[src/rtl/uart_tx_if.sv]
// CPU-side write and status bundle of the UART transmitter.
// The master side is the bus and the slave side is the transmitter.
interface uart_tx_if;
  logic       wr_en;
  logic [7:0] wr_data;
  logic       ovr_clr;
  logic       full;
  logic       empty;
  logic       busy;
  logic       tx_done;
  logic       ovr;

  modport master (
    output wr_en, wr_data, ovr_clr,
    input  full, empty, busy, tx_done, ovr
  );

  modport slave (
    input  wr_en, wr_data, ovr_clr,
    output full, empty, busy, tx_done, ovr
  );
endinterface

[src/rtl/uart_tx.sv]
// 8N1 UART transmitter with a small write FIFO.
// Frames are sent LSB-first, and each bit lasts CLK_DIV clocks.
module uart_tx #(
  parameter int CLK_DIV = 16,
  parameter int FIFO_AW = 2
) (
  input  logic     clk,
  input  logic     reset,
  uart_tx_if.slave bus,
  output logic     txd
);
  localparam int DEPTH = 1 << FIFO_AW;
  localparam int BW    = $clog2(CLK_DIV);
  localparam logic [BW-1:0]    BAUD_LAST = BW'(CLK_DIV - 1);
  localparam logic [FIFO_AW:0] CNT_FULL  = (FIFO_AW + 1)'(DEPTH);

  typedef enum logic [1:0] {IDLE, START, DATA, STOP} state_t;

  state_t             state_r, state_s;
  logic [BW-1:0]      baud_r, baud_s;
  logic [2:0]         bit_idx_r, bit_idx_s;
  logic [7:0]         shift_r, shift_s;
  logic               txd_r, txd_s;
  logic               busy_r;
  logic               tx_done_r, tx_done_s;
  logic               ovr_r, ovr_s;
  logic               full_r, empty_r;
  logic [FIFO_AW:0]   cnt_r, cnt_s;
  logic [FIFO_AW-1:0] wr_ptr_r, rd_ptr_r;
  logic [7:0]         mem_r [DEPTH];
  logic               pop_s, wr_acc_s, ovr_set_s, bit_end_s;

  assign bit_end_s = (baud_r == BAUD_LAST);
  assign wr_acc_s  = bus.wr_en & ~full_r;
  assign ovr_set_s = bus.wr_en & full_r;

  // Frame sequencing: the STOP state pops the next byte so back-to-back frames have no gap.
  always_comb begin
    state_s   = state_r;
    baud_s    = baud_r;
    bit_idx_s = bit_idx_r;
    shift_s   = shift_r;
    pop_s     = 1'b0;
    tx_done_s = 1'b0;
    case (state_r)
      IDLE: begin
        if (cnt_r != '0) begin
          pop_s   = 1'b1;
          shift_s = mem_r[rd_ptr_r];
          baud_s  = '0;
          state_s = START;
        end else begin
          state_s = IDLE;
        end
      end
      START: begin
        if (bit_end_s) begin
          baud_s    = '0;
          bit_idx_s = 3'd0;
          state_s   = DATA;
        end else begin
          baud_s = baud_r + BW'(1);
        end
      end
      DATA: begin
        if (bit_end_s) begin
          baud_s    = '0;
          shift_s   = {1'b0, shift_r[7:1]};
          bit_idx_s = bit_idx_r + 3'd1;
          if (bit_idx_r == 3'd7) begin
            state_s = STOP;
          end else begin
            state_s = DATA;
          end
        end else begin
          baud_s = baud_r + BW'(1);
        end
      end
      STOP: begin
        if (bit_end_s) begin
          baud_s    = '0;
          tx_done_s = 1'b1;
          if (cnt_r != '0) begin
            pop_s   = 1'b1;
            shift_s = mem_r[rd_ptr_r];
            state_s = START;
          end else begin
            state_s = IDLE;
          end
        end else begin
          baud_s = baud_r + BW'(1);
        end
      end
      default: state_s = IDLE;
    endcase

    case (state_s)
      START:   txd_s = 1'b0;
      DATA:    txd_s = shift_s[0];
      default: txd_s = 1'b1;
    endcase
  end

  // FIFO occupancy and overrun flag; a same-cycle overrun beats the clear.
  always_comb begin
    case ({wr_acc_s, pop_s})
      2'b10:   cnt_s = cnt_r + (FIFO_AW + 1)'(1);
      2'b01:   cnt_s = cnt_r - (FIFO_AW + 1)'(1);
      default: cnt_s = cnt_r;
    endcase
    if (ovr_set_s) begin
      ovr_s = 1'b1;
    end else if (bus.ovr_clr) begin
      ovr_s = 1'b0;
    end else begin
      ovr_s = ovr_r;
    end
  end

  // State, counters and registered outputs.
  always_ff @(posedge clk or negedge reset) begin
    if (!reset) begin
      state_r   <= IDLE;
      baud_r    <= '0;
      bit_idx_r <= 3'd0;
      shift_r   <= 8'h00;
      txd_r     <= 1'b1;
      busy_r    <= 1'b0;
      tx_done_r <= 1'b0;
      ovr_r     <= 1'b0;
      full_r    <= 1'b0;
      empty_r   <= 1'b1;
      cnt_r     <= '0;
      wr_ptr_r  <= '0;
      rd_ptr_r  <= '0;
    end else begin
      state_r   <= state_s;
      baud_r    <= baud_s;
      bit_idx_r <= bit_idx_s;
      shift_r   <= shift_s;
      txd_r     <= txd_s;
      busy_r    <= (state_s != IDLE);
      tx_done_r <= tx_done_s;
      ovr_r     <= ovr_s;
      full_r    <= (cnt_s == CNT_FULL);
      empty_r   <= (cnt_s == '0);
      cnt_r     <= cnt_s;
      wr_ptr_r  <= wr_acc_s ? wr_ptr_r + FIFO_AW'(1) : wr_ptr_r;
      rd_ptr_r  <= pop_s ? rd_ptr_r + FIFO_AW'(1) : rd_ptr_r;
    end
  end

  // FIFO storage; the pointers guard validity, so it needs no reset.
  always_ff @(posedge clk) begin
    if (wr_acc_s) begin
      mem_r[wr_ptr_r] <= bus.wr_data;
    end
  end

  assign txd         = txd_r;
  assign bus.busy    = busy_r;
  assign bus.tx_done = tx_done_r;
  assign bus.ovr     = ovr_r;
  assign bus.full    = full_r;
  assign bus.empty   = empty_r;
endmodule

[src/flat_wrapper.sv]
// flat-port wrapper written by rule: the top's interface ports become plain ports
module uart_tx_flat 
#(
  parameter int CLK_DIV = 16,
  parameter int FIFO_AW = 2
)
  (clk, reset, txd, bus_wr_en, bus_wr_data, bus_ovr_clr, bus_full, bus_empty, bus_busy, bus_tx_done, bus_ovr);
  uart_tx_if bus_i ();
  input  logic clk;
  input  logic reset;
  output logic txd;
  input wire logic [$bits(bus_i.wr_en)-1:0] bus_wr_en;
  input wire logic [$bits(bus_i.wr_data)-1:0] bus_wr_data;
  input wire logic [$bits(bus_i.ovr_clr)-1:0] bus_ovr_clr;
  output wire logic [$bits(bus_i.full)-1:0] bus_full;
  output wire logic [$bits(bus_i.empty)-1:0] bus_empty;
  output wire logic [$bits(bus_i.busy)-1:0] bus_busy;
  output wire logic [$bits(bus_i.tx_done)-1:0] bus_tx_done;
  output wire logic [$bits(bus_i.ovr)-1:0] bus_ovr;
  assign bus_i.wr_en = bus_wr_en;
  assign bus_i.wr_data = bus_wr_data;
  assign bus_i.ovr_clr = bus_ovr_clr;
  assign bus_full = bus_i.full;
  assign bus_empty = bus_i.empty;
  assign bus_busy = bus_i.busy;
  assign bus_tx_done = bus_i.tx_done;
  assign bus_ovr = bus_i.ovr;
  uart_tx #(.CLK_DIV(CLK_DIV), .FIFO_AW(FIFO_AW)) u_core (.clk(clk), .reset(reset), .bus(bus_i), .txd(txd));
endmodule
[config.mk]
export PLATFORM = sky130hd
export DESIGN_NAME = uart_tx_flat
export DESIGN_NICKNAME = d
export VERILOG_FILES = /design/src/rtl/uart_tx_if.sv /design/src/rtl/uart_tx.sv /design/src/flat_wrapper.sv
export SDC_FILE = /design/constraint.sdc
export NUM_CORES = 1
export LEC_CHECK = 0
export ABC_AREA = 1
export BUFFER_PORTS_ARGS = -buffer_cell sky130_fd_sc_hd__buf_2
export CORE_ASPECT_RATIO = 0.5
export CORE_UTILIZATION = 55
export CTS_BUF_LIST = sky130_fd_sc_hd__clkbuf_4
export DETAILED_ROUTE_END_ITERATION = 8
export GPL_ROUTABILITY_DRIVEN = 0
export HOLD_SLACK_MARGIN = 0.1
export PLACE_DENSITY = 0.73
export RECOVER_POWER = 50
export SLEW_MARGIN = 20
export SYNTH_ARGS = -nofsm -noshare
export SYNTH_HDL_FRONTEND = slang
export SYNTH_SLANG_ARGS = --single-unit
[constraint.sdc]
create_clock -name clk -period 2.6 [get_ports clk]
set_input_delay 0.52 -clock clk [delete_from_list [all_inputs] [get_ports clk]]
set_output_delay 0.52 -clock clk [all_outputs]
set_load 0.1 [all_outputs]
==> impl_metrics.env, run 1 <==
export IMPL_status="finished with violations"
export IMPL_violations="max-capacitance violations, max-slew violations"
export IMPL_r2r_setup_slack_ns=0.19
export IMPL_setup_viol=0
export IMPL_postCtsHoldBufs=0
export IMPL_r2r_cells=14
export IMPL_nets=374
export IMPL_drc=0
export IMPL_htree_num_levels=3
export IMPL_drive_above_1_share_pct=18.4
export IMPL_tightestPinTransition_ns=1.58
export IMPL_synthTopCellsByArea="edfxtp_1, dfrtp_1, nand2_1, ha_1, nor2_1"
export IMPL_hold_depth=2
export IMPL_dp_cells=406
export IMPL_avgRoutedWirePerCell_um=13.6
export IMPL_grt_pass1_wl_um=9290
export IMPL_crit_arrival_ns=2.77
export IMPL_cp_max_fo=5
export IMPL_layout_common_cells="nand2_1, nor2_1, inv_1"
export IMPL_avgViaCountPerCell=5.15
export IMPL_boundaryPins=18
export IMPL_cp_start_kind="flip-flop"
export IMPL_dr_pass1_iters=4
export IMPL_mostFrequentLayoutCell="nand2_1"
export IMPL_cp_required_ns=2.96
export IMPL_fin_cells=423
export IMPL_cts_num_sinks=62
export IMPL_dieArea_sq_um=5840
export IMPL_dr_first_iter_drc_count=157
export IMPL_grt_pass1_vias=1976
export IMPL_start_util_pct=59.3
export IMPL_slew_headroom_pct=-5.17
export IMPL_synthCells=318
export IMPL_period_share_pct=92.7
export IMPL_cts_buffers=9
export IMPL_synth_seq_cells=62
export IMPL_period_minus_slack_ns=2.41
export IMPL_groute_usage_overall_pct=22.5
export IMPL_final_core_util_pct=66.1
export IMPL_drv_slew=31
export IMPL_synth_fa_ha_area_share_pct=6.02
export IMPL_yosysWarningCount=0
export IMPL_area_growth_pct=11.4
export IMPL_synthMuxAreaShare_pct=0
export IMPL_synth_area_per_cell_sq_um=9.54
export IMPL_clock_skew_ns=0.0143
export IMPL_grt_antenna_before_repair=0
export IMPL_yosysTopAreaCellShare_pct=31.7
export IMPL_cp_end_kind="flip-flop"
export IMPL_grt_max_degree=31
export IMPL_final_area_sq_um=3380
export IMPL_core_sq_um=5110
export IMPL_synth_xor_area_share_pct=1.69
export IMPL_vias=2177
export IMPL_synth_nets=344
export IMPL_antenna_cells=0
export IMPL_leakagePower_nw=1.56
export IMPL_irDropWorstVdd_v=0.000442
export IMPL_antenna_left=0
export IMPL_clockRootBuffer="clkbuf_4"
export IMPL_clkTransAtPathRegs_ns=0.12
export IMPL_crit_type="flip-flop to flip-flop"
export IMPL_synth_simple_area_share_pct=23.2
export IMPL_clock_latency_ns=0.43
export IMPL_cts_tree="yes"
export IMPL_hold_class="input port to flip-flop"
export IMPL_grt_overflow=0
export IMPL_yosysTopAreaCell="edfxtp_1"
export IMPL_synth_top_family_by_area="simple AND/OR/NAND/NOR gates"
export IMPL_dp_hpwl_um=3820
export IMPL_numPortBuffers=17
export IMPL_netlist_area_sq_um=3030
export IMPL_die_w_um=107
export IMPL_post_dp_cell_area_sq_um=3210
export IMPL_synth_compound_area_share_pct=6.52
export IMPL_rows=18
export IMPL_yosysSeqAreaShare_pct=56.5
export IMPL_cap_violations=1
export IMPL_hold_violations=0
export IMPL_p_per_area_nw_per_um2=734
export IMPL_routed_wl_um=5740
export IMPL_die_y_um=54.5
export IMPL_fmaxAchievable_mhz=415
export IMPL_yosysUniqueCellTypes=31
export IMPL_cts_buffer_depth=2
[area by class of cell]
type | instances | area [sq um]
clock buffers | 9 | 67.6
clock inverters | 7 | 81.3
repair buffers | 24 | 126
inverters | 39 | 146
fillers | 397 | 1730
well taps | 70 | 87.6
flip-flops and latches | 62 | 1720
multi-input cells | 212 | 1150
[metrics by stage]
| stage | setup WS (ns) | setup TNS [ns] | hold slack (ns) | power (mW) |
|---|---|---|---|---|
| after global placement | 0.273 | 0 | 0.481 | 1.78 |
| after CTS | 0.0631 | 0 | 0.117 | 2.50 |
| final | 0.189 | 0 | 0.262 | 2.48 |
| after detailed placement | 0.113 | 0 | 0.484 | 1.80 |
| after global routing | -0.00324 | -0.00324 | 0.254 | 2.61 |
| after floorplan | 0.146 | 0 | 0.224 | 1.64 |
[Yosys cell counts]
cell,count
fa_1,1
nand2_1,82
nand4_1,1
xnor2_1,1
dfrtp_1,28
ha_1,13
edfxtp_1,32
o31ai_1,1
or2_2,7
nor2_1,39
xor2_2,1
o21ai_1,1
a21oi_1,6
a2bb2oi_1,1
nand3_1,20
o21ai_0,19
nor2_2,2
buf_6,2
a31oi_1,1
a21boi_2,1
dfstp_2,2
xor2_1,3
nand3_4,1
o21ai_4,1
inv_1,36
nand2_2,4
nor2_4,3
a22o_1,2
inv_2,3
buf_2,3
nand2_4,1
[worst max-delay path, stage by stage (launching register included)]
cell,delay (ns)
dfrtp_2,0.48
inv_2,0.11
ha_2,0.22
nand2_1,0.08
nand2_2,0.09
nand2_4,0.07
inv_1,0.06
ha_1,0.13
inv_1,0.07
fa_1,0.37
a21oi_1,0.14
o21ai_0,0.11
xor2_1,0.26
inv_1,0.08
nor2_1,0.09
[power by group]
group	switching, mW	internal (mW)	total [mW]
logic	0.379	0.158	0.536
clock network	0.397	0.305	0.703
registers	0.0533	1.19	1.24
total	0.830	1.65	2.48
[path summary, 6_finish.rpt]
| check | from | to |
|---|---|---|
| max | u_core.state_r[1] | u_core.bus.full |
| max in group asynchronous | reset | u_core.state_r[0] |
| max reg2reg | u_core.state_r[1] | u_core.bus.full |
| min reg2reg | u_core.cnt_r[0] | u_core.cnt_r[0] |
| min | bus_ovr_clr | u_core.bus.ovr |
| min in group asynchronous | reset | u_core.baud_r[3] |
[flip-flops by register name, indices dropped and copies added, names as in the netlist]
register and cells:
u_core.bus.full 1, u_core.baud_r 4, u_core.cnt_r 3, u_core.mem_r 32
u_core.bus.tx_done 1, u_core.rd_ptr_r 2, u_core.bit_idx_r 3, u_core.bus.empty 1
u_core.bus.busy 1, u_core.state_r 2, u_core.shift_r 8, u_core.txd 1
u_core.bus.ovr 1, u_core.wr_ptr_r 2
[logic make-up after synthesis]
| kind of cell | after synthesis |
|---|---|
| xor gates and xnor gates | 5 |
| and+or+nand+nor | 160 |
| adders and majority gates | 14 |
| buffers and inverters | 44 |
| AOI/OAI and AO/OA | 33 |
| DFF | 62 |
[repair_timing]
item | 4_1_cts | 5_1_grt
hold endpoints to repair | 0 | 0
buffers inserted | 0 | 1
endpoints found under the setup margin | 0 | 2
resized for setup | 0 | 9
[per-layer routing]
layer,vias to the layer above,share of wire [%],track usage (%),routed length [um]
li1,1089,-,-,-
met1,1009,48,28.5,2750
met2,65,45,35.6,2580
met3,14,5.3,7.74,306
met4,0,1.9,11.2,108
met5,-,0,0,0
No activity file was read; power rests on OpenSTA's default activity.
==> run 2: changes to the inputs <==
--- a/config.mk
+++ b/config.mk
@@ -5,11 +5,12 @@
 export SDC_FILE = /design/constraint.sdc
 export NUM_CORES = 1
 export LEC_CHECK = 0
-export ABC_AREA = 1
+export ABC_AREA = 0
 export BUFFER_PORTS_ARGS = -buffer_cell sky130_fd_sc_hd__buf_2
 export CORE_ASPECT_RATIO = 0.5
 export CORE_UTILIZATION = 55
 export CTS_BUF_LIST = sky130_fd_sc_hd__clkbuf_4
+export CTS_CLUSTER_SIZE = 40
 export DETAILED_ROUTE_END_ITERATION = 8
 export GPL_ROUTABILITY_DRIVEN = 0
 export HOLD_SLACK_MARGIN = 0.1
==> run 2 against run 1 <==
Effect of this change:
- the flow still finishes with violations (max-capacitance violations, max-slew violations)
- non-clock buffer count is 2 higher
- worst hold slack gained 0.057 ns
- clock-buffer cell count unchanged
- final cell count shrank 28%
- total power grew 46%
- final area shrank 6.6%
- sequential power is 22% higher
- area after synthesis shrank 7.8%
- critical path type unchanged
==> impl_metrics.env, run 2 <==
export IMPL_status="finished with violations"
export IMPL_violations="max-capacitance violations, max-slew violations"
export IMPL_postCtsHoldBufs=0
export IMPL_largest_register="u_core.mem_r"
export IMPL_mostFrequentLayoutCell="edfxtp_1"
export IMPL_p_seq_share_pct=41.8
export IMPL_crit_buf_inv=1
export IMPL_max_stage_delay_ns=0.51
export IMPL_layout_common_cells="edfxtp_1, dfrtp_1, nand2_1, o21ai_0"
export IMPL_start_util_pct=60.4
export IMPL_die_w_um=103
export IMPL_cts_buffer_depth=2
export IMPL_synthFlopType="edfxtp_1"
export IMPL_period_minus_slack_ns=2.49
export IMPL_boundaryPins=18
export IMPL_groute_usage_overall_pct=21.3
export IMPL_grt_overflow=0
export IMPL_nets=261
export IMPL_swShare_pct=39.4
export IMPL_synthCells=204
export IMPL_yosysWarningCount=0
export IMPL_setup_viol=0
export IMPL_numPortBuffers=17
export IMPL_leakagePower_nw=1.30
export IMPL_period_share_pct=95.9
export IMPL_antenna_cells=0
export IMPL_p_sw_mw=1.43
export IMPL_slew_headroom_pct=-5.36
export IMPL_synth_common_cells="edfxtp_1, dfrtp_1, nand2_1, o21ai_0, ha_1"
export IMPL_routed_wl_um=4820
export IMPL_cap_violations=1
export IMPL_grt_pass1_vias=1671
export IMPL_grt_max_degree=31
export IMPL_p_per_area_nw_per_um2=1150
export IMPL_die_y_um=52.4
export IMPL_critPathSlowestCell="fa_2"
export IMPL_yosysUniqueCellTypes=40
export IMPL_synth_nets=230
export IMPL_synth_seq_cells=62
export IMPL_synth_edf_count=32
export IMPL_drive_above_1_share_pct=23.3
export IMPL_dr_pass1_iters=4
export IMPL_crit_type="flip-flop to flip-flop"
export IMPL_hold_violations=0
export IMPL_path_delay_family="adder cells"
export IMPL_yosysTopAreaCellShare_pct=34.3
export IMPL_cp_max_fo=4
export IMPL_yosysTopAreaCell="edfxtp_1"
export IMPL_synth_area_per_cell_sq_um=13.7
export IMPL_antenna_left=0
export IMPL_async_reset_ff_share_pct=48.4
export IMPL_combinationalPowerShare_pct=39.2
export IMPL_clockRootBuffer="clkbuf_4"
export IMPL_drv_slew=31
export IMPL_reg_top3="u_core.mem_r: 32 flops, u_core.shift_r: 8 flops, u_core.baud_r: 4 flops"
export IMPL_cp_end_kind="flip-flop"
export IMPL_post_dp_cell_area_sq_um=2990
export IMPL_clkTransAtPathRegs_ns=0.11
export IMPL_final_area_sq_um=3160
export IMPL_avgViaCountPerCell=5.57
export IMPL_core_sq_um=4640
export IMPL_setup_slack_ns=0.105
export IMPL_yosysSeqAreaShare_pct=61.2
export IMPL_tightestPinTransition_ns=1.58
export IMPL_critical_path_cell_chain="ha_4, and3_4, a21oi_2, nor3_2, ha_2, inv_1, fa_2, o21ai_0, or2_2, nor2b_2"
export IMPL_totalPowerFinal_mw=3.62
export IMPL_crit_arrival_ns=2.85
export IMPL_cp_required_ns=2.96
export IMPL_power_frac_clock_pct=19.0
export IMPL_avgRoutedWirePerCell_um=15.8
export IMPL_rows=17
export IMPL_fin_cells=306
export IMPL_whs_ns=0.318
export IMPL_vias=1703
export IMPL_dieArea_sq_um=5400
export IMPL_dp_worst_setup_slack_ns=0.0481
export IMPL_clock_latency_ns=0.42
export IMPL_grt_antenna_before_repair=0
export IMPL_irDropWorstVdd_v=0.000715
export IMPL_drc=0
export IMPL_area_growth_pct=12.8
export IMPL_cts_num_sinks=62
export IMPL_dp_cells=288
export IMPL_dr_first_iter_drc_count=78
export IMPL_synthTopCellsByArea="edfxtp_1, dfrtp_1, mux4_2, ha_1, o21ai_0"
export IMPL_dp_hpwl_um=3320
export IMPL_cts_tree="yes"
export IMPL_hold_class="input port to flip-flop"
export IMPL_largest_reg_flops=32
export IMPL_cts_buffers=9
export IMPL_synth_most_common_cell="edfxtp_1"
export IMPL_fmaxAchievable_mhz=401
export IMPL_netlist_area_sq_um=2800
export IMPL_htree_num_levels=3
export IMPL_grt_pass1_wl_um=7910
export IMPL_clock_skew_ns=0.0183
export IMPL_cp_start_kind="flip-flop"
export IMPL_internal_power_mw=2.20
run 2: changes by cell type after synthesis, sizes merged, moves of 8 or more:
| cell | change |
|---|---|
| inv | -28 |
| mux4 | +8 |
| nand2 | -70 |
| nand3 | -20 |
| nor2 | -35 |
run 2: through the flow:
step	TNS, ns	utilization (%)
after global placement	0	64.4
after detailed placement	0	64.4
after global routing	-0.0273	68.1
final	0	68.1
after floorplan	0	-
after CTS	0	67.5
run 2: cell type report:
class,count,area [sq um]
repair buffers,26,138
multi-input cells,125,1030
clock inverters,7,78.8
well taps,66,82.6
flip-flops and latches,62,1720
clock buffers,9,67.6
fillers,350,1480
inverters,11,41.3
run 2: cell families (layout without fill, tap and decap cells):
| group | count (synthesis) | count (layout) | share of synthesized area (%) |
|---|---|---|---|
| adder cells (fa/ha/maj) | 14 | 14 | 6.53 |
| AO/OA/AOI/OAI | 43 | 43 | 10.3 |
| AND/OR/NAND/NOR | 46 | 46 | 8.00 |
| flip-flops | 62 | 62 | 61.2 |
| buffers and inverters | 17 | 53 | 2.68 |
| multiplexers | 16 | 16 | 9.39 |
| XOR/XNOR | 6 | 6 | 1.88 |
run 2: path summary, 6_finish.rpt:
kind | from | to | slack [ns] | cells past startpoint
worst max-delay path | u_core.baud_r[1] | u_core.bus.full | 0.11 | 10
max in group asynchronous | reset | u_core.baud_r[0] | 1.10 | 1
worst min register to register | u_core.bit_idx_r[1] | u_core.bit_idx_r[1] | 0.52 | 1
worst min-delay path | bus_ovr_clr | u_core.bus.ovr | 0.32 | 2
worst max register to register | u_core.baud_r[1] | u_core.bus.full | 0.11 | 10
min in group asynchronous | reset | u_core.baud_r[1] | 0.48 | 1
run 2: metal layers:
| metal | global-route usage, % | part of all wire (%) | vias to the layer above |
|---|---|---|---|
| met5 | 0 | 0 | - |
| met4 | 9.15 | 1.3 | 0 |
| met3 | 8.00 | 4.7 | 8 |
| met2 | 32.8 | 46 | 33 |
| met1 | 27.3 | 48 | 842 |
| li1 | - | - | 820 |
run 2: power by group through the flow:
| stage | registers, mW | clock network, mW | logic (mW) |
|---|---|---|---|
| after floorplan | 1.65 | 0 | 0.921 |
| after global placement | 1.51 | 0 | 1.35 |
| after detailed placement | 1.52 | 0 | 1.39 |
| after CTS | 1.50 | 0.698 | 1.39 |
| after global routing | 1.55 | 0.738 | 1.57 |
| final | 1.51 | 0.687 | 1.42 |
run 2: worst register-to-register path: stages, from the launching register on:
cell and delay, ns:
dfrtp_1 0.45, ha_4 0.18, and3_4 0.20, a21oi_2 0.07
nor3_2 0.24, ha_2 0.22, inv_1 0.05, fa_2 0.51
o21ai_0 0.10, or2_2 0.31, nor2b_2 0.11
run 2: what timing repair did:
item,4_1_cts,5_1_grt
buffers inserted,0,2
resized for setup,0,7
endpoints found under the setup margin,0,2
endpoints found under the hold margin,0,0
